$ cat src/rtl/mem_stage.sv
// rtl/mem_stage.sv - pipeline MEM stage issuing toggle-handshake RAM requests
module mem_stage (
    input  logic        clk,
    input  logic        rst,
    input  logic        mem_re_i,
    input  logic        mem_we_i,
    input  logic [2:0]  funct3_i,
    input  logic [31:0] addr_i,
    input  logic [31:0] wdata_i,
    input  logic [4:0]  wd_i,
    input  logic        wreg_i,
    output logic [4:0]  wd_o,
    output logic        wreg_o,
    output logic [31:0] wdata_o,
    output logic        stall_o,
    output logic        ram_r_req_o,
    output logic        ram_w_req_o,
    output logic [31:0] ram_addr_o,
    output logic [31:0] ram_data_o,
    output logic [1:0]  ram_state_o,
    output logic        ram_sync_o,
    input  logic        ram_sync_i,
    input  logic [31:0] ram_data_i
);

    typedef enum logic [1:0] {IDLE, WAIT, DONE} state_t;

    state_t      state;
    logic [31:0] rdata;
    logic [2:0]  req_funct3;
    logic        req_load;
    logic        f3_legal;
    logic [1:0]  size_code;
    logic        valid_op;
    logic        ack;
    logic [31:0] load_ext;

    // size_code is bytes-1; encodings 011/110/111 make the op a plain ALU op
    always_comb begin
        f3_legal  = 1'b0;
        size_code = 2'd0;
        case (funct3_i)
            3'b000, 3'b100: begin f3_legal = 1'b1; size_code = 2'd0; end
            3'b001, 3'b101: begin f3_legal = 1'b1; size_code = 2'd1; end
            3'b010:         begin f3_legal = 1'b1; size_code = 2'd3; end
            default:        begin f3_legal = 1'b0; size_code = 2'd0; end
        endcase
    end

    assign valid_op = (mem_re_i ^ mem_we_i) & f3_legal;
    assign ack      = (ram_sync_i == ram_sync_o);
    assign wd_o     = wd_i;

    // Upper bytes beyond the access width are stale controller data and are discarded
    always_comb begin
        load_ext = ram_data_i;
        case (req_funct3)
            3'b000:  load_ext = {{24{ram_data_i[7]}}, ram_data_i[7:0]};
            3'b001:  load_ext = {{16{ram_data_i[15]}}, ram_data_i[15:0]};
            3'b100:  load_ext = {24'h0, ram_data_i[7:0]};
            3'b101:  load_ext = {16'h0, ram_data_i[15:0]};
            default: load_ext = ram_data_i;
        endcase
    end

    always_comb begin
        stall_o = 1'b0;
        wreg_o  = wreg_i;
        wdata_o = wdata_i;
        case (state)
            IDLE: begin
                if (valid_op) begin
                    stall_o = 1'b1;
                    wreg_o  = 1'b0;
                end
            end
            WAIT: begin
                stall_o = 1'b1;
                wreg_o  = 1'b0;
            end
            DONE: begin
                wreg_o = wreg_i & req_load;
                if (req_load) begin
                    wdata_o = rdata;
                end
            end
            default: begin
                stall_o = 1'b0;
            end
        endcase
    end

    // DONE always returns to IDLE so the still-present instruction is not reissued
    always_ff @(posedge clk or negedge rst) begin
        if (!rst) begin
            state       <= IDLE;
            ram_sync_o  <= 1'b0;
            ram_r_req_o <= 1'b0;
            ram_w_req_o <= 1'b0;
            ram_addr_o  <= 32'h0;
            ram_data_o  <= 32'h0;
            ram_state_o <= 2'd0;
            rdata       <= 32'h0;
            req_funct3  <= 3'b000;
            req_load    <= 1'b0;
        end else begin
            case (state)
                IDLE: begin
                    if (valid_op) begin
                        ram_addr_o  <= addr_i;
                        ram_data_o  <= wdata_i;
                        ram_state_o <= size_code;
                        req_funct3  <= funct3_i;
                        req_load    <= mem_re_i;
                        ram_r_req_o <= mem_re_i;
                        ram_w_req_o <= mem_we_i;
                        ram_sync_o  <= ~ram_sync_o;
                        state       <= WAIT;
                    end
                end
                WAIT: begin
                    if (ack) begin
                        rdata       <= load_ext;
                        ram_r_req_o <= 1'b0;
                        ram_w_req_o <= 1'b0;
                        state       <= DONE;
                    end
                end
                DONE: begin
                    state <= IDLE;
                end
                default: begin
                    state <= IDLE;
                end
            endcase
        end
    end

endmodule

$ cat config.mk
export PLATFORM = sky130hd
export DESIGN_NAME = mem_stage
export DESIGN_NICKNAME = d
export VERILOG_FILES = /design/src/rtl/mem_stage.sv
export SDC_FILE = /design/constraint.sdc
export NUM_CORES = 1
export LEC_CHECK = 0
export ABC_AREA = 1
export CAP_MARGIN = 10
export CORE_MARGIN = 3
export CORE_UTILIZATION = 38
export DETAILED_ROUTE_END_ITERATION = 10
export GPL_TIMING_DRIVEN = 0
export PLACE_DENSITY = 0.77
export SYNTH_ARGS = -nofsm -noshare
export SYNTH_HDL_FRONTEND = slang
export SYNTH_SLANG_ARGS = --single-unit
$ cat constraint.sdc
create_clock -name clk -period 1.45 [get_ports clk]
set_clock_uncertainty 0.15 [all_clocks]
set_input_delay 0.29 -clock clk [delete_from_list [all_inputs] [get_ports clk]]
set_output_delay 0.29 -clock clk [all_outputs]
set_load 0.05 [all_outputs]
==> impl_results.md <==
* FFs w/ async S/R, synth at 100%
* Met3 GRT Util at 4.98%
* Post-synth EDFFs at 0
* Worst setup margin at -0.590 ns
* Max_cap viols at 0
* Min-delay worst type: in -> async
* Core area at 12,200 sq um
* Worst vdd ir at 0.833 mV
* Wirelength per Cell at 16.4 um
* Routed Wire Length at 17.2 mm
* Met2 Usage GRT at 39.7%
* Row cnt at 40
* Diode count at 0
* Clock Sink Count at 107
* Post-DP HPWL at 11.5 mm
* Worst-path fanout max at 7
* Setup crit end kind: output pin
* Antenna Violating Nets Remaining at 0
* CTS tree: built
* Initial antenna violation count at 0
* Gr busiest metal: met2
* Slew Viols, Final at 0
* CP cell instances: inv_2 -> nand3_4 -> buf_12 -> clkbuf_16 -> a21oi_4 -> buf_6
* Cell Area, Synth at 4800 sq um
* Synth cell types at 18
* Synth Flop Type: dfrtp_1
* Slew headroom at 53.9%
* Slowest stage delay, CP at 0.39 ns
* Part of the Yosys area used for sequential elements at 55.7%
* Slowest cell on the critical path: dfrtp_1
* Largest family of logic cells by synthesized area: simple AND/OR/NAND/NOR gates
* Die Width at 118 um
* Synth Area in XOR/XNOR at 0%
* Post-synth top cells: nand2_1, dfrtp_1, o21ai_0
* Ranking of synthesized cells by area: dfrtp_1, nand2_1, o21ai_0, inv_1, a21oi_1
* Mean Syn Cell Area at 7.91 sq um
* Final Hold Vio Count at 51
* Number of I/O port buffers at 212
* Synth Net Count at 717
* Die Ht at 118 um
* Drt initial violations at 293
* RSZ-0062 raised after global routing: true
* Area grow syn2layout at 86.2%
* WHS at -0.164 ns
* Pre-Repair DR Iteration Count at 5
* I/O pins at 218
* Cell count after placement at 988
* DIE AREA at 14,000 sq um
* Worst-Margin Slew at 0.692 ns
* Failing checks: hold timing, setup timing
* GRT Total Usage at 23.3%
* Share of layout cells above drive strength 1 at 36.3%
* Largest net degree at the start of global routing at 57
* Compound-Gate Fraction of Synth Area at 8.70%
* CTS Buffer Depth at 2
* Fin crit share at 141%
* Starting Density at 39.5%
* GR Util met1 at 30.0%
* Most instantiated library cell after synthesis: nand2_1
* Power Total at 0.0191 W
* Yosys top cell by area: dfrtp_1
* Post-Syn Instances at 607
* CP arrival at 1.60 ns
* Clk Latency, worst-skew pair at 0.34 ns
* Share of the synthesized area in the top cell type at 55.7%
* Grt total ovfl at 0
* TritonCTS buffer count at 9
* Critical path data required time at 1.01 ns
* Pleak at 4.55 nW
* Vias per std cell at 4.81
* Global-route wire length before repair at 26.3 mm
* TNS Setup at -47.27 ns
* H-tree depth at 3
* Worst R2R Setup Slack at -0.42 ns
* Fin nets at 986
* Seq cells post-synth at 107
* Setup violators final at 141
* CTS clk-pin slew, worst paths at 0.07 ns
* Max Clk Rate at 0.490 GHz
* Kind of critical path: reg -> out
* Minimum clock period at 2.04 ns
* DR vias at 5,046
* Synth Area in Simple Gates at 26.9%
* YS warnings at 0
* PD cells at 2130 nW/um^2
* Multiplexer share of the synthesized area at 0%
* Vias in the first global route at 5,014
* Critical Path Source Type: register
* GPL Wtd Cong at 0.848
* Status: finished, violations left
* Cell Count, Final, Fillers Out at 1,049
* Clk Tree Root Cell: clkbuf_16
* Synth Area in Adders at 0%
* DR DRC count at 0
## power breakdown
group	total, W	switching [W]	internal [W]
clock	0.00227	0.00106	0.00121
sequential	0.00525	0.000882	0.00436
combinational	0.0116	0.00747	0.00408
## cell usage in the layout, fill, tap and decap left out, types with 2 or more instances in the layout
cell type / n
dfrtp_1: 106
bufbuf_16: 2
buf_6: 29
a21oi_1: 2
clkbuf_4: 6
buf_16: 3
o21ai_2: 10
nand3_1: 18
nor2_1: 3
clkbuf_16: 25
buf_8: 28
buf_4: 34
buf_2: 62
clkbuf_1: 5
inv_1: 39
buf_12: 12
inv_2: 5
nand2_4: 2
nor2_4: 20
nand2_2: 29
o21ai_4: 7
o21ai_1: 27
o21ai_0: 11
clkdlybuf4s50_1: 102
nor2_2: 8
a21oi_4: 25
nand2_1: 246
## path summary, 6_finish.rpt
kind / from / endpoint / cells past startpoint
max: state[0] / wdata_o[23] / 6
min: rst / ram_data_o[23] / 1
max reg2reg: state[0] / ram_sync_o / 11
min reg2reg: ram_addr_o[11] / ram_addr_o[11] / 2
max in group asynchronous: rst / ram_sync_o / 2
min in group clk: mem_re_i / req_load / 3
## cell families after synthesis
group                  Yosys count
flip-flops                     107
buffers and inverters           86
AO/OA/AOI/OAI                   83
AND/OR/NAND/NOR                331
## critical path, delay by kind of cell (launching register included)
| kind | cells | cell delay, ns |
|---|---|---|
| buffers and inverters | 4 | 0.62 |
| DFF | 1 | 0.39 |
| AOI/OAI and AO/OA | 1 | 0.13 |
| and+or+nand+nor | 1 | 0.12 |
## state kept, by name, summed over array words and instances (netlist names)
signal,count
ram_addr_o,32
req_funct3,3
state,2
ram_r_req_o,1
ram_sync_o,1
rdata,32
ram_data_o,32
req_load,1
ram_w_req_o,1
ram_state_o,2
## metal layers
layer | share of wire [%] | wire length, um
met3 | 6.9 | 1200
met5 | 0 | 0
met1 | 41 | 7110
met4 | 1.6 | 276
met2 | 50 | 8660
## repair_timing
item / CTS / global route
setup endpoints to repair: 204 / 147
gates resized for setup: 728 / 93
pin swaps: 3 / 3
setup buffers: 13 / 13
hold endpoints to repair: 51 / 51
gates cloned: 9 / 10
## metrics by stage
step | setup slack (ns) | hold WS [ns] | utilization, % | instance area, sq um
finish | -0.590 | -0.164 | 73.5 | 8940
global route | -0.668 | -0.115 | 73.5 | 8940
CTS | -0.589 | -0.134 | 68.2 | 8300
detailed placement | -1.29 | 0.234 | 62.5 | 7600
global placement | -4.39 | 0.312 | 62.3 | 7580
floorplan | -0.171 | -0.156 | - | 5250
## area by class of cell
cell class,count,area (sq um)
sequential,107,2680
timing repair inverter,1,16.3
timing repair buffer,257,2630
clock inverter,2,12.5
clock buffer,14,254
fill,890,3220
multi-input combinational,414,2390
tap,168,210
inverter,46,190
buffer,40,562
Power figures use the tool's default switching activity.
==> RTL change 1 (same settings) <==
Reset style: synchronous (`rst`), changed in one clocked block.
--- a/src/rtl/mem_stage.sv
+++ b/src/rtl/mem_stage.sv
@@ -93,3 +93,3 @@
     // DONE always returns to IDLE so the still-present instruction is not reissued
-    always_ff @(posedge clk or negedge rst) begin
+    always_ff @(posedge clk) begin
         if (!rst) begin
Formal check against the unedited RTL: differs if rst is asserted again (counterexample within 4 cycles, from zero or initial values and one cycle with rst low); with rst held inactive, the same outputs for 4 cycles.
==> RTL change 1 against the unedited design <==
The run ends with setup timing left; cell count fell by 1.5%; cell area shrank 4.1%; wire length down 1.9%; setup slack improved by 0.064 ns; synthesized area is 3.1% lower; sequential cell count is the same; via count grew 0.42%; critical path type unchanged; largest cell class unchanged.
Power is not compared: it rests on default switching activity, and its combinational part moved more than twofold at a synthesized area within 25%.
==> RTL change 1: results (changes against the unedited design) <==
place:
  placed_area_um2: 7360  # was 7600 um^2
  dpl.hpwl_um: 11400  # was 11,500 um
  portBuffers: 211  # was 212
  gp_congestion: 0.822  # was 0.848
worst_setup_path:
  crit_family: "buffers and inverters"  # unchanged
  rr_startpoint: "state[0]"  # unchanged
  rrSetupSlack_ns: -0.39  # was -0.42 ns
  slowest_stage: "dfxtp_4"  # was dfrtp_1
  r2r_end: "ram_data_o[10]"  # was ram_sync_o
  max_stage_delay_ns: 0.39  # about the same
  crit_fanout: 7  # unchanged
  r2r_cells: 10  # was 11
power:
  leakage_nw: 3.57
  power_switching_w: 0.00285
clock_tree:
  clk_latency_ns: 0.34  # about the same
  cts_buffers: 9  # unchanged
  clkTransAtPathRegs_ns: 0.07  # about the same
  htree_num_levels: 3  # unchanged
  clockBufferDepth: 2  # unchanged
  cts-root-buf: "clkbuf_16"  # unchanged
yosys:
  ys_types: 25  # was 18
  yosysWarnings: 0  # unchanged
  synthArstFlopShare_pct: 0  # was 100%
  yosys-top-cells-area: "dfxtp_1 (46%), nand2_1 (19%), a21oi_1 (8.2%), a21oi_2 (3.8%), o21ai_0 (3.7%)"  # was dfrtp_1 (56%), nand2_1 (22%), o21ai_0 (4.6%), inv_1 (3.2%), a21oi_1 (2.8%)
  ys_top_cells_by_count: "nand2_1 (240), dfxtp_1 (107), a21oi_1 (76)"  # was nand2_1 (277), dfrtp_1 (107), o21ai_0 (44)
  syn_nets: 740  # was 717
  yosysSeqAreaShare_pct: 46.0  # was 55.7%
  synth_ff_type: "dfxtp_1"  # was dfrtp_1
hold_path:
  min_from: "rst"
  hold_path_depth: 3
  hold_class: "input port to flip-flop"  # was input port to asynchronous set/reset pin
  holdPathEnd: "rdata[10]"
drt:
  firstDrtPassIters: 4  # was 5
  drtIter0Drc: 257  # was 293
  top_layer_used: "met4"  # unchanged
  dr_wl_met2_um: 8590  # was 8660 um
  wl_met1_um: 6600  # was 7110 um
  met3_wirelength_um: 1320  # was 1200 um
  wl_per_cell_um: 16.4  # about the same
  via_count: 5067  # was 5,046
cells_and_area:
  fillers: 889  # was 890
  nNetsFinal: 996  # was 986
  final_layout_size_suffix_gt1_share_pct: 44.6  # was 36.3%
  top_regs: "ram_addr_o: 32 flops, ram_data_o: 32 flops, rdata: 32 flops"  # unchanged
timing:
  slew_headroom_pct: 52.6  # was 53.9%
  fin_ws_ns: -0.526  # was -0.590 ns
  tns_ns: -36.25  # was -47.27 ns
  hold_viol: 0  # was 51
  setup_viol: 120  # was 141
global_routing:
  track_usage_pct: 22.0  # was 23.3%
  grt_max_degree: 17  # was 57
  first_global_vias: 4698  # was 5,014
  antenna_found_initial: 0  # unchanged
  grt_pass1_wl_um: 23500  # was 26,300 um
status:
  status: "finished with violations"  # unchanged
  violations: "setup timing"  # was hold timing, setup timing
-- RTL change 1: cell types whose count changed after synthesis, sizes merged, moves of 3 or more --
cell / before / now
nand3: 20 / 4
mux2: 0 / 8
nand2: 278 / 262
nor2: 31 / 27
clkbuf: 8 / 11
inv: 46 / 37
dfxtp: 0 / 107
a21oi: 27 / 96
buf: 32 / 35
o21ai: 55 / 37
nand4: 0 / 3
dfrtp: 107 / 0
-- RTL change 1: power groups by stage --
stage	sequential, W	clock, W	combinational (W)
final	0.00326	0.00230	0.00280
after global routing	0.00328	0.00246	0.00295
after CTS	0.00323	0.00233	0.00228
after detailed placement	0.00330	0	0.00231
after global placement	0.00329	0	0.00228
after floorplan	0.00372	0	0.00102
-- RTL change 1: cell type report --
class	instances	area [um^2]	area share, %
clock inverter	4	27.5	0.321
multi-input combinational	440	2840	33.1
tap	143	179	2.09
clock buffer	11	243	2.83
sequential	107	2150	25.1
timing repair buffer	245	2420	28.2
buffer	46	544	6.34
inverter	37	169	1.97
-- RTL change 1: worst max-delay path by stage --
stage	start	endpoint	slack, ns	depth (start not counted)
floorplan	state[0]	wdata_o[11]	-0.14	5
global placement	mem_re_i	wreg_o	-1.34	9
detailed placement	mem_re_i	wreg_o	-1.35	9
CTS	state[0]	wdata_o[23]	-0.54	6
global route	state[1]	wdata_o[22]	-0.58	5
finish	state[1]	wdata_o[18]	-0.53	5
-- RTL change 1: worst min-delay path, cell delays in order --
cell	delay, ns
buf_2	0.17
nand2_2	0.09
a21oi_2	0.03
-- RTL change 1: repair_timing --
item,4_1_cts,5_1_grt
buffers inserted,3,18
setup endpoints to repair,199,134
gates cloned,3,10
hold buffers,0,0
endpoints found under the hold margin,0,0
gates resized for setup,629,218
pin swaps,2,12
-- RTL change 1: logic make-up (layout without fill, tap and decap cells) --
logic type	after synthesis	in the layout	synth area share (%)
AO/OA/AOI/OAI	133	133	16.2
AND/OR/NAND/NOR	298	298	26.2
multiplexers	8	8	1.94
flip-flops	107	107	46.0
buffers and inverters	83	343	9.51
XOR/XNOR	1	1	0.188
-- RTL change 1: metal layers --
layer | vias to the layer above | GRT usage, %
li1 | 2498 | -
met1 | 2333 | 26.1
met2 | 205 | 38.6
met3 | 31 | 6.37
met4 | 0 | 6.65
met5 | - | 0
-- RTL change 1: metrics by stage --
stage          utilization, %  std cells  setup WS (ns)  hold WS [ns]
6_report                 73.3       1033         -0.526         0.136
5_1_grt                  73.3       1033         -0.577         0.141
4_1_cts                  64.3       1005         -0.536         0.109
3_5_place_dp             62.8        984          -1.35         0.306
3_3_place_gp             62.8        984          -1.34         0.299
2_1_floorplan               -        630         -0.136         0.276
==> RTL change 2 (same settings) <==
Without the edit above. The 3 states of `state_t` get a one-hot encoding in 3 bits.
--- a/src/rtl/mem_stage.sv
+++ b/src/rtl/mem_stage.sv
@@ -25,3 +25,3 @@
 
-    typedef enum logic [1:0] {IDLE, WAIT, DONE} state_t;
+    typedef enum logic [2:0] {IDLE = 3'b001, WAIT = 3'b010, DONE = 3'b100} state_t;
 
Formal check against the unedited RTL: no difference found for any inputs over 4 cycles, from zero or initial values and one cycle with rst low; so few cycles prove little.
==> RTL change 2 against the unedited design <==
The run still ends with hold timing, setup timing left; non-clock buffer count fell by 29; setup slack got worse by 0.13 ns; wire length fell by 9.4%; cell area fell by 7.7%; power fell by 25%; sequential power fell by 6.1%; synthesized cell count rose by 1.3%; fmax fell by 5.8%; register-to-register slack got worse by 0.04 ns; combinational power fell by 42%; synthesized area rose by 2.5%; sequential cell count rose by 1; worst hold slack got worse by 0.030 ns; critical endpoint is now wdata_o[31].
==> RTL change 2: results (changes against the unedited design) <==
yosys:
  yosysSeqAreaShare_pct: 54.9  # was 55.7%
  syn_inst: 615  # was 607
  ys_top_cells_by_count: "nand2_1 (270), dfrtp_1 (107), nor2_1 (53)"  # was nand2_1 (277), dfrtp_1 (107), o21ai_0 (44)
  yosys-top-cells-area: "dfrtp_1 (54%), nand2_1 (21%), o21ai_0 (5.0%), nor2_1 (4.0%), inv_1 (3.4%)"  # was dfrtp_1 (56%), nand2_1 (22%), o21ai_0 (4.6%), inv_1 (3.2%), a21oi_1 (2.8%)
  syn_area_um2: 4920  # was 4800 um^2
worst_setup_path:
  rrSetupSlack_ns: -0.46  # was -0.42 ns
place:
  gp_congestion: 0.773  # was 0.848
  place_ws_ns: -1.24  # was -1.29 ns
  dpl.hpwl_um: 11400  # was 11,500 um
timing:
  holdWs_ns: -0.194  # was -0.164 ns
  setup_viol: 133  # was 141
  hold_viol: 48  # was 51
  fin_ws_ns: -0.717  # was -0.590 ns
global_routing:
  grt_pass1_wl_um: 24200  # was 26,300 um
  first_global_vias: 4779  # was 5,014
  grt_max_degree: 61  # was 57
status:
  violations: "hold timing, setup timing"  # unchanged
  status: "finished with violations"  # unchanged
cells_and_area:
  nNetsFinal: 967  # was 986
  final_layout_size_suffix_gt1_share_pct: 29.6  # was 36.3%
  final_util_pct: 66.8  # was 73.5%
drt:
  drtIter0Drc: 174  # was 293
  firstDrtPassIters: 4  # was 5
power:
  sw_frac_of_total_pct: 45.8  # was 49.3%
  leakage_nw: 4.14  # was 4.55 nW
RTL change 2: cell count changes in the layout (fill, tap and decap cells not counted), sizes merged, moves of 5 or more:
cell / change
a21oi: -27
clkbuf: -13
inv: +6
nand3: -10
o21ai: +24
nand2: -7
buf: -23
nor2: +25
dlygate4sd2: +5
RTL change 2: power groups by stage:
stage | logic (W) | registers, W | clock network, W
2_1_floorplan | 0.00210 | 0.00742 | 0
3_5_place_dp | 0.00717 | 0.00492 | 0
6_report | 0.00676 | 0.00493 | 0.00267
5_1_grt | 0.00721 | 0.00508 | 0.00281
3_3_place_gp | 0.00703 | 0.00486 | 0
4_1_cts | 0.00659 | 0.00486 | 0.00271
RTL change 2: logic make-up after synthesis:
family / Yosys count
compound gates: 79
flops: 108
simple gates: 339
buf+inv: 89
RTL change 2: layer usage:
layer	part of all wire [%]	vias to the layer above	global-route usage [%]	wire, um
met5	0	-	0	0
met4	2.1	0	8.16	326
met3	6.3	22	4.15	979
met2	51	159	35.3	7920
met1	41	2319	26.8	6390
li1	-	2370	-	-
RTL change 2: repair_timing:
| action | 4_1_cts | 5_1_grt |
|---|---|---|
| setup buffers | 4 | 10 |
| pin swaps | 3 | 4 |
| endpoints found under the hold margin | 48 | 48 |
| gates resized for setup | 619 | 64 |
| cloned | 0 | 5 |
| endpoints found under the setup margin | 214 | 148 |
RTL change 2: final cells by class:
type                    count  area share [%]
clock inverters             6            1.06
inverters                  52            2.49
repair buffers            232            26.3
well taps                 168            2.55
multi-input cells         418            27.1
plain buffers              36            4.85
flip-flops and latches    108            32.8
clock buffers              10            2.90
RTL change 2: worst max-delay path, cell delays in order (launching register included):
cell	delay (ns)
dfstp_2	0.54
inv_2	0.05
nand3_4	0.09
nor2_4	0.06
buf_12	0.15
clkbuf_16	0.17
o21ai_4	0.16
buf_8	0.16
